[config.mk]
export PLATFORM = sky130hd
export DESIGN_NAME = fp_result_packer
export DESIGN_NICKNAME = d
export VERILOG_FILES = /design/src/rtl/fp_result_packer.sv
export SDC_FILE = /design/constraint.sdc
export NUM_CORES = 1
export LEC_CHECK = 0
export CAP_MARGIN = 0
export CORE_MARGIN = 10
export CORE_UTILIZATION = 28
export CTS_CLUSTER_SIZE = 14
export DETAILED_ROUTE_END_ITERATION = 16
export PLACE_DENSITY = 0.56
export SYNTH_ARGS = -nofsm -noshare
export SYNTH_HDL_FRONTEND = slang
export SYNTH_SLANG_ARGS = --single-unit
[constraint.sdc]
create_clock -name clk -period 2.4 [get_ports clk]
set_input_delay 0.24 -clock clk [delete_from_list [all_inputs] [get_ports clk]]
set_output_delay 0.24 -clock clk [all_outputs]
set_load 0.01 [all_outputs]
[src/rtl/fp_result_packer.sv]
// rtl/fp_result_packer.sv - internal-format result to IEEE-754/integer word packer
//
// Converts {exception, sign, exponent, mantissa} results into IEEE-754 words,
// or passes FP->int results through unchanged. Two-stage valid/ready pipeline
// with full backpressure, plus saturating exception counters for status readout.
//
// Ports:
//   clk, rst_n            clock (rising edge), asynchronous active-low reset
//   in_valid/in_ready     input handshake
//   in_int                1 = in_number carries an integer result
//   in_number             internal-format result
//   out_valid/out_ready   output handshake
//   out_word, out_flags   packed word and {nan, inf, zero, ovf}
//   clr_stats             synchronous clear of all counters
//   cnt_nan/inf/ovf       saturating counters of delivered exception words
module fp_result_packer #(
   parameter int size_mantissa        = 24,
   parameter int size_exponent        = 8,
   parameter int size_exception_field = 2,
   parameter int size_integer         = 32,
   parameter int size_counter_stat    = 16,
   parameter int size                 = size_mantissa + size_exponent + size_exception_field
) (
   input  logic                         clk,
   input  logic                         rst_n,
   input  logic                         in_valid,
   output logic                         in_ready,
   input  logic                         in_int,
   input  logic [size-1:0]              in_number,
   output logic                         out_valid,
   input  logic                         out_ready,
   output logic [size_integer-1:0]      out_word,
   output logic [3:0]                   out_flags,
   input  logic                         clr_stats,
   output logic [size_counter_stat-1:0] cnt_nan,
   output logic [size_counter_stat-1:0] cnt_inf,
   output logic [size_counter_stat-1:0] cnt_ovf
);

   localparam int size_word = size_exponent + size_mantissa;

   localparam logic [size_exception_field-1:0] exc_zero   = size_exception_field'(0);
   localparam logic [size_exception_field-1:0] exc_normal = size_exception_field'(1);
   localparam logic [size_exception_field-1:0] exc_inf    = size_exception_field'(2);

   // flag bit positions inside {nan, inf, zero, ovf}
   localparam int flag_nan = 3;
   localparam int flag_inf = 2;
   localparam int flag_ovf = 0;

   logic [size_exception_field-1:0] exc;
   logic                            sgn;
   logic [size_exponent-1:0]        expo;
   logic [size_integer-1:0]         dec_word;
   logic [3:0]                      dec_flags;

   logic                            s1_valid;
   logic [size_integer-1:0]         s1_word;
   logic [3:0]                      s1_flags;
   logic                            s2_valid;
   logic                            s1_load;
   logic                            s2_load;
   logic                            out_hs;

   assign exc  = in_number[size-1 -: size_exception_field];
   assign sgn  = in_number[size_word-1];
   assign expo = in_number[size_mantissa-1 +: size_exponent];

   always_comb begin
      dec_word  = '0;
      dec_flags = 4'b0000;
      if (in_int) begin
         dec_word = in_number[size_integer-1:0];
      end else begin
         case (exc)
            // zero is always emitted as +0 to match the adder's zero convention
            exc_zero: begin
               dec_flags = 4'b0010;
            end
            exc_normal: begin
               if (&expo) begin
                  // exponent overflowed into the reserved code: report as infinity
                  dec_word  = {sgn, {size_exponent{1'b1}}, {(size_mantissa-1){1'b0}}};
                  dec_flags = 4'b0101;
               end else begin
                  dec_word = in_number[size_word-1:0];
               end
            end
            exc_inf: begin
               dec_word  = {sgn, {size_exponent{1'b1}}, {(size_mantissa-1){1'b0}}};
               dec_flags = 4'b0100;
            end
            default: begin
               // canonical quiet NaN, payload discarded
               dec_word  = {sgn, {size_exponent{1'b1}}, 1'b1, {(size_mantissa-2){1'b0}}};
               dec_flags = 4'b1000;
            end
         endcase
      end
   end

   // each stage refills when empty or when its contents move on this cycle
   assign s2_load   = ~s2_valid | out_ready;
   assign s1_load   = ~s1_valid | s2_load;
   assign in_ready  = s1_load;
   assign out_valid = s2_valid;
   assign out_hs    = s2_valid & out_ready;

   always_ff @(posedge clk or negedge rst_n) begin
      if (!rst_n) begin
         s1_valid  <= 1'b0;
         s1_word   <= '0;
         s1_flags  <= 4'b0000;
         s2_valid  <= 1'b0;
         out_word  <= '0;
         out_flags <= 4'b0000;
      end else begin
         if (s1_load) begin
            s1_valid <= in_valid;
            if (in_valid) begin
               s1_word  <= dec_word;
               s1_flags <= dec_flags;
            end
         end
         if (s2_load) begin
            s2_valid <= s1_valid;
            if (s1_valid) begin
               out_word  <= s1_word;
               out_flags <= s1_flags;
            end
         end
      end
   end

   always_ff @(posedge clk or negedge rst_n) begin
      if (!rst_n) begin
         cnt_nan <= '0;
         cnt_inf <= '0;
         cnt_ovf <= '0;
      end else if (clr_stats) begin
         cnt_nan <= '0;
         cnt_inf <= '0;
         cnt_ovf <= '0;
      end else if (out_hs) begin
         if (out_flags[flag_nan] && !(&cnt_nan)) cnt_nan <= cnt_nan + 1'b1;
         if (out_flags[flag_inf] && !(&cnt_inf)) cnt_inf <= cnt_inf + 1'b1;
         if (out_flags[flag_ovf] && !(&cnt_ovf)) cnt_ovf <= cnt_ovf + 1'b1;
      end
   end

endmodule

==> impl_results.md <==
* Synthesis-stage register bit count at around 120
* EDFF count, synth at 0
* NetSw at around 0.0014 W
* Final ANT Viol Nets at 0
* CTS buffer count at 17
* Clock buffer depth at 2
* PostCTS Resize Cnt at 0
* Ys async rst share at 100.0%
* Via Count at 4701
* Yosys warns at 0
* CTS root buffer: clkbuf_16
* Clock Latency Late Sink at 410 ps
* Layout Nets at approximately 700
* Clock power frac at between 40 and 50%
* Die Y at about 160 um
* Placed inst area at 0.007204 mm^2
* Final Slew Violations at 0
* CP Capture Type: primary output
* Nature of the critical path startpoint: flop
* P per Cell Area at 750.2 mW/mm^2
* Fin area at roughly 0.0078 mm^2
* CP Data Required Time at roughly 2200 ps
* Sequential share of power at about two fifths
* Ports at approximately 130
* Lkg Pwr at between 3 and 4 nW
* Most common cell after layout, fill and taps aside: clkdlybuf4s50_1
* Worst-path fanout max at 11
* Peak supply drop at 454.6 uV
* Die area at about 0.026 mm^2
* Count of different cell masters after synthesis at 39
* Worst R2R Path Depth at 6
* Kind of critical path: reg -> out
* Overflow after GRT at 0
* Switching share of power at around a quarter
* Clk_skew at about 6 ps
* Filler Cell Count at roughly 1900
* Post-Route WL at roughly 16000 um
* Largest net degree at the start of global routing at 51
* Worst-margin pin slew at 1167 ps
* Setup-failing EPs final at 0
* Top_reg_cell synth: dfrtp_1
* CTS tree: yes
* Max Clock Freq at slightly below 500 MHz
* GRT Total Usage at between 10% and 20%
* Syn avg cell area at 10.89 um^2
* RePlAce Congestion at a little over 0.8
* Fin crit period at approximately 2100 ps
* Routed vias/inst at a little over 5
* # DRC at 0
* Layout cells sized above 1 at between 10% and 20%
* Area growth syn-to-layout at 39.81%
* PortBufs at approximately 130
* Seq/Total Area, Yosys at a little over half
* Initial Util at between 20% and 30%
* DRT Pass-1 Iters at 4
* Per-cell routed wire length at about 17 um
* CTS clk-pin slew, worst paths at approximately 50 ps
* Initial drt markers at roughly 210
* Die Wd at about 160 um
* CTS sink cnt at 122
* Ant diodes at 0
* Gate Count Post-Synth at between 500 and 600
* CP arrival at ~1800 ps
* Period utilization at ~86%
* Max-slew headroom at the worst pin at between 20 and 25%
* Status: completed
* Setup TNS at 0 ps
* Final Hold Vio Count at 0
* Most frequent cells in the layout: clkdlybuf4s50_1, dfrtp_1, mux2_2
* Rows at 51
* Initial antenna violation count at 0
* Placeable Area at 0.01953 mm^2
* H-tree level count at 4
* Hold path cells at 2
* Syn_nets at ~560
* RSZ-0062 raised after global routing: false
* Vias in the first global route at about 4800
* Total of max-cap violations at 0
* Combinational fraction of design power at 14.0%
* Mapped cell area at between 0.005 and 0.006 mm^2
* Int Pwr at 0.004484 W
* Hold WC Path Type: in -> reg
* Post-DP HPWL at roughly 11000 um
* First-pass GRT wire length at 26100 um
==> state kept, by name, summed over array words and instances, names as in the netlist <==
signal     flops
cnt_inf       16
cnt_nan       16
cnt_ovf       16
out_flags      4
out_valid      1
out_word      32
s1_flags       4
s1_valid       1
s1_word       32
==> through the flow <==
stage                     worst slack (ps)  util (%)  instances  hold slack (ps)  power, W
final                                345.6     39.99        921            254.2  0.005858
after floorplan                      557.1         -        513           -55.59  0.002748
after CTS                            317.7     39.99        921            245.7  0.005955
after global routing                 247.8     39.99        921            293.3  0.006124
after global placement               164.8     36.90        892            325.1  0.003265
after detailed placement             49.27     36.90        892            335.3  0.003281
==> power by group through the flow <==
| stage | Combinational, W | Sequential [W] | Clock (W) |
|---|---|---|---|
| floorplan | 0.000285 | 0.00246 | 0 |
| global placement | 0.000829 | 0.00244 | 0 |
| detailed placement | 0.000842 | 0.00244 | 0 |
| CTS | 0.000847 | 0.00241 | 0.00270 |
| global route | 0.000896 | 0.00243 | 0.00279 |
| finish | 0.000823 | 0.00241 | 0.00263 |
==> cells by family (layout without fill, tap and decap cells) <==
| group | count (synthesis) | after routing | synth area share (%) |
|---|---|---|---|
| muxes | 47 | 47 | 9.431 |
| adders and majority gates | 3 | 3 | 0.6721 |
| and+or+nand+nor | 178 | 178 | 18.12 |
| AOI/OAI and AO/OA | 128 | 128 | 14.54 |
| buffers and inverters | 35 | 178 | 2.576 |
| DFF | 122 | 122 | 54.66 |
==> synth_stat cells (2+ instances only) <==
library cell | count | area (um^2)
dfrtp_1 | 122 | 3053
a21oi_1 | 45 | 225.2
mux2_2 | 45 | 506.7
nand2_1 | 33 | 123.9
o21ai_0 | 28 | 140.1
a22o_1 | 22 | 192.7
nand3_1 | 21 | 105.1
nand4_1 | 20 | 125.1
nor2_1 | 18 | 67.56
o31ai_1 | 16 | 120.1
or4_1 | 16 | 120.1
or3_1 | 15 | 93.84
clkbuf_1 | 14 | 52.55
nor2b_1 | 11 | 68.82
buf_2 | 10 | 50.05
inv_1 | 9 | 33.78
nor3_1 | 9 | 45.04
nor4_1 | 7 | 43.79
nand2b_1 | 6 | 37.54
and3_1 | 5 | 31.28
and4_1 | 5 | 43.79
o41ai_1 | 5 | 43.79
a211oi_1 | 4 | 30.03
and2_1 | 3 | 18.77
ha_1 | 3 | 37.54
or2_2 | 3 | 18.77
a31oi_1 | 2 | 12.51
buf_1 | 2 | 7.510
mux2i_1 | 2 | 20.02
nor4b_1 | 2 | 17.52
o211ai_1 | 2 | 15.01
==> final cells by class <==
type	instances	area, um^2	area share [%]
flip-flops and latches	122	3053	39.10
multi-input cells	356	2392	30.64
repair buffers	141	1404	17.98
clock buffers	20	446.7	5.720
well taps	265	331.6	4.246
clock inverters	8	147.6	1.891
inverters	9	33.78	0.4326
==> repair_timing <==
action	CTS	global route
setup buffers	0	0
hold endpoints to repair	48	0
hold buffers	1	0
==> worst max-delay path, cell delays in order (launching register included) <==
cell,delay [ps]
dfrtp_1,560
nand3b_1,160
buf_4,170
clkdlybuf4s50_1,510
==> path summary, 6_finish.rpt <==
kind | from | end | slack [ps]
min reg2reg | s1_flags[1]$_DFFE_PN0P_ | s1_flags[1]$_DFFE_PN0P_ | 480
min | clr_stats | cnt_ovf[13]$_DFFE_PN0P_ | 250
max reg2reg | cnt_inf[0]$_DFFE_PN0P_ | cnt_inf[8]$_DFFE_PN0P_ | 420
max | out_valid$_DFFE_PN0P_ | in_ready | 350
min in group asynchronous | rst_n | cnt_ovf[8]$_DFFE_PN0P_ | 410
max in group asynchronous | rst_n | s1_word[11]$_DFFE_PN0P_ | 1300
==> per-layer routing <==
metal | wire [um] | vias up | track usage (%)
met5 | 0 | - | 0
met4 | 241 | 0 | 4.384
met3 | 1090 | 17 | 4.575
met2 | 7442 | 134 | 18.98
met1 | 7093 | 2348 | 15.15
li1 | - | 2202 | -
Note: power is estimated with default switching activity, not from simulation.
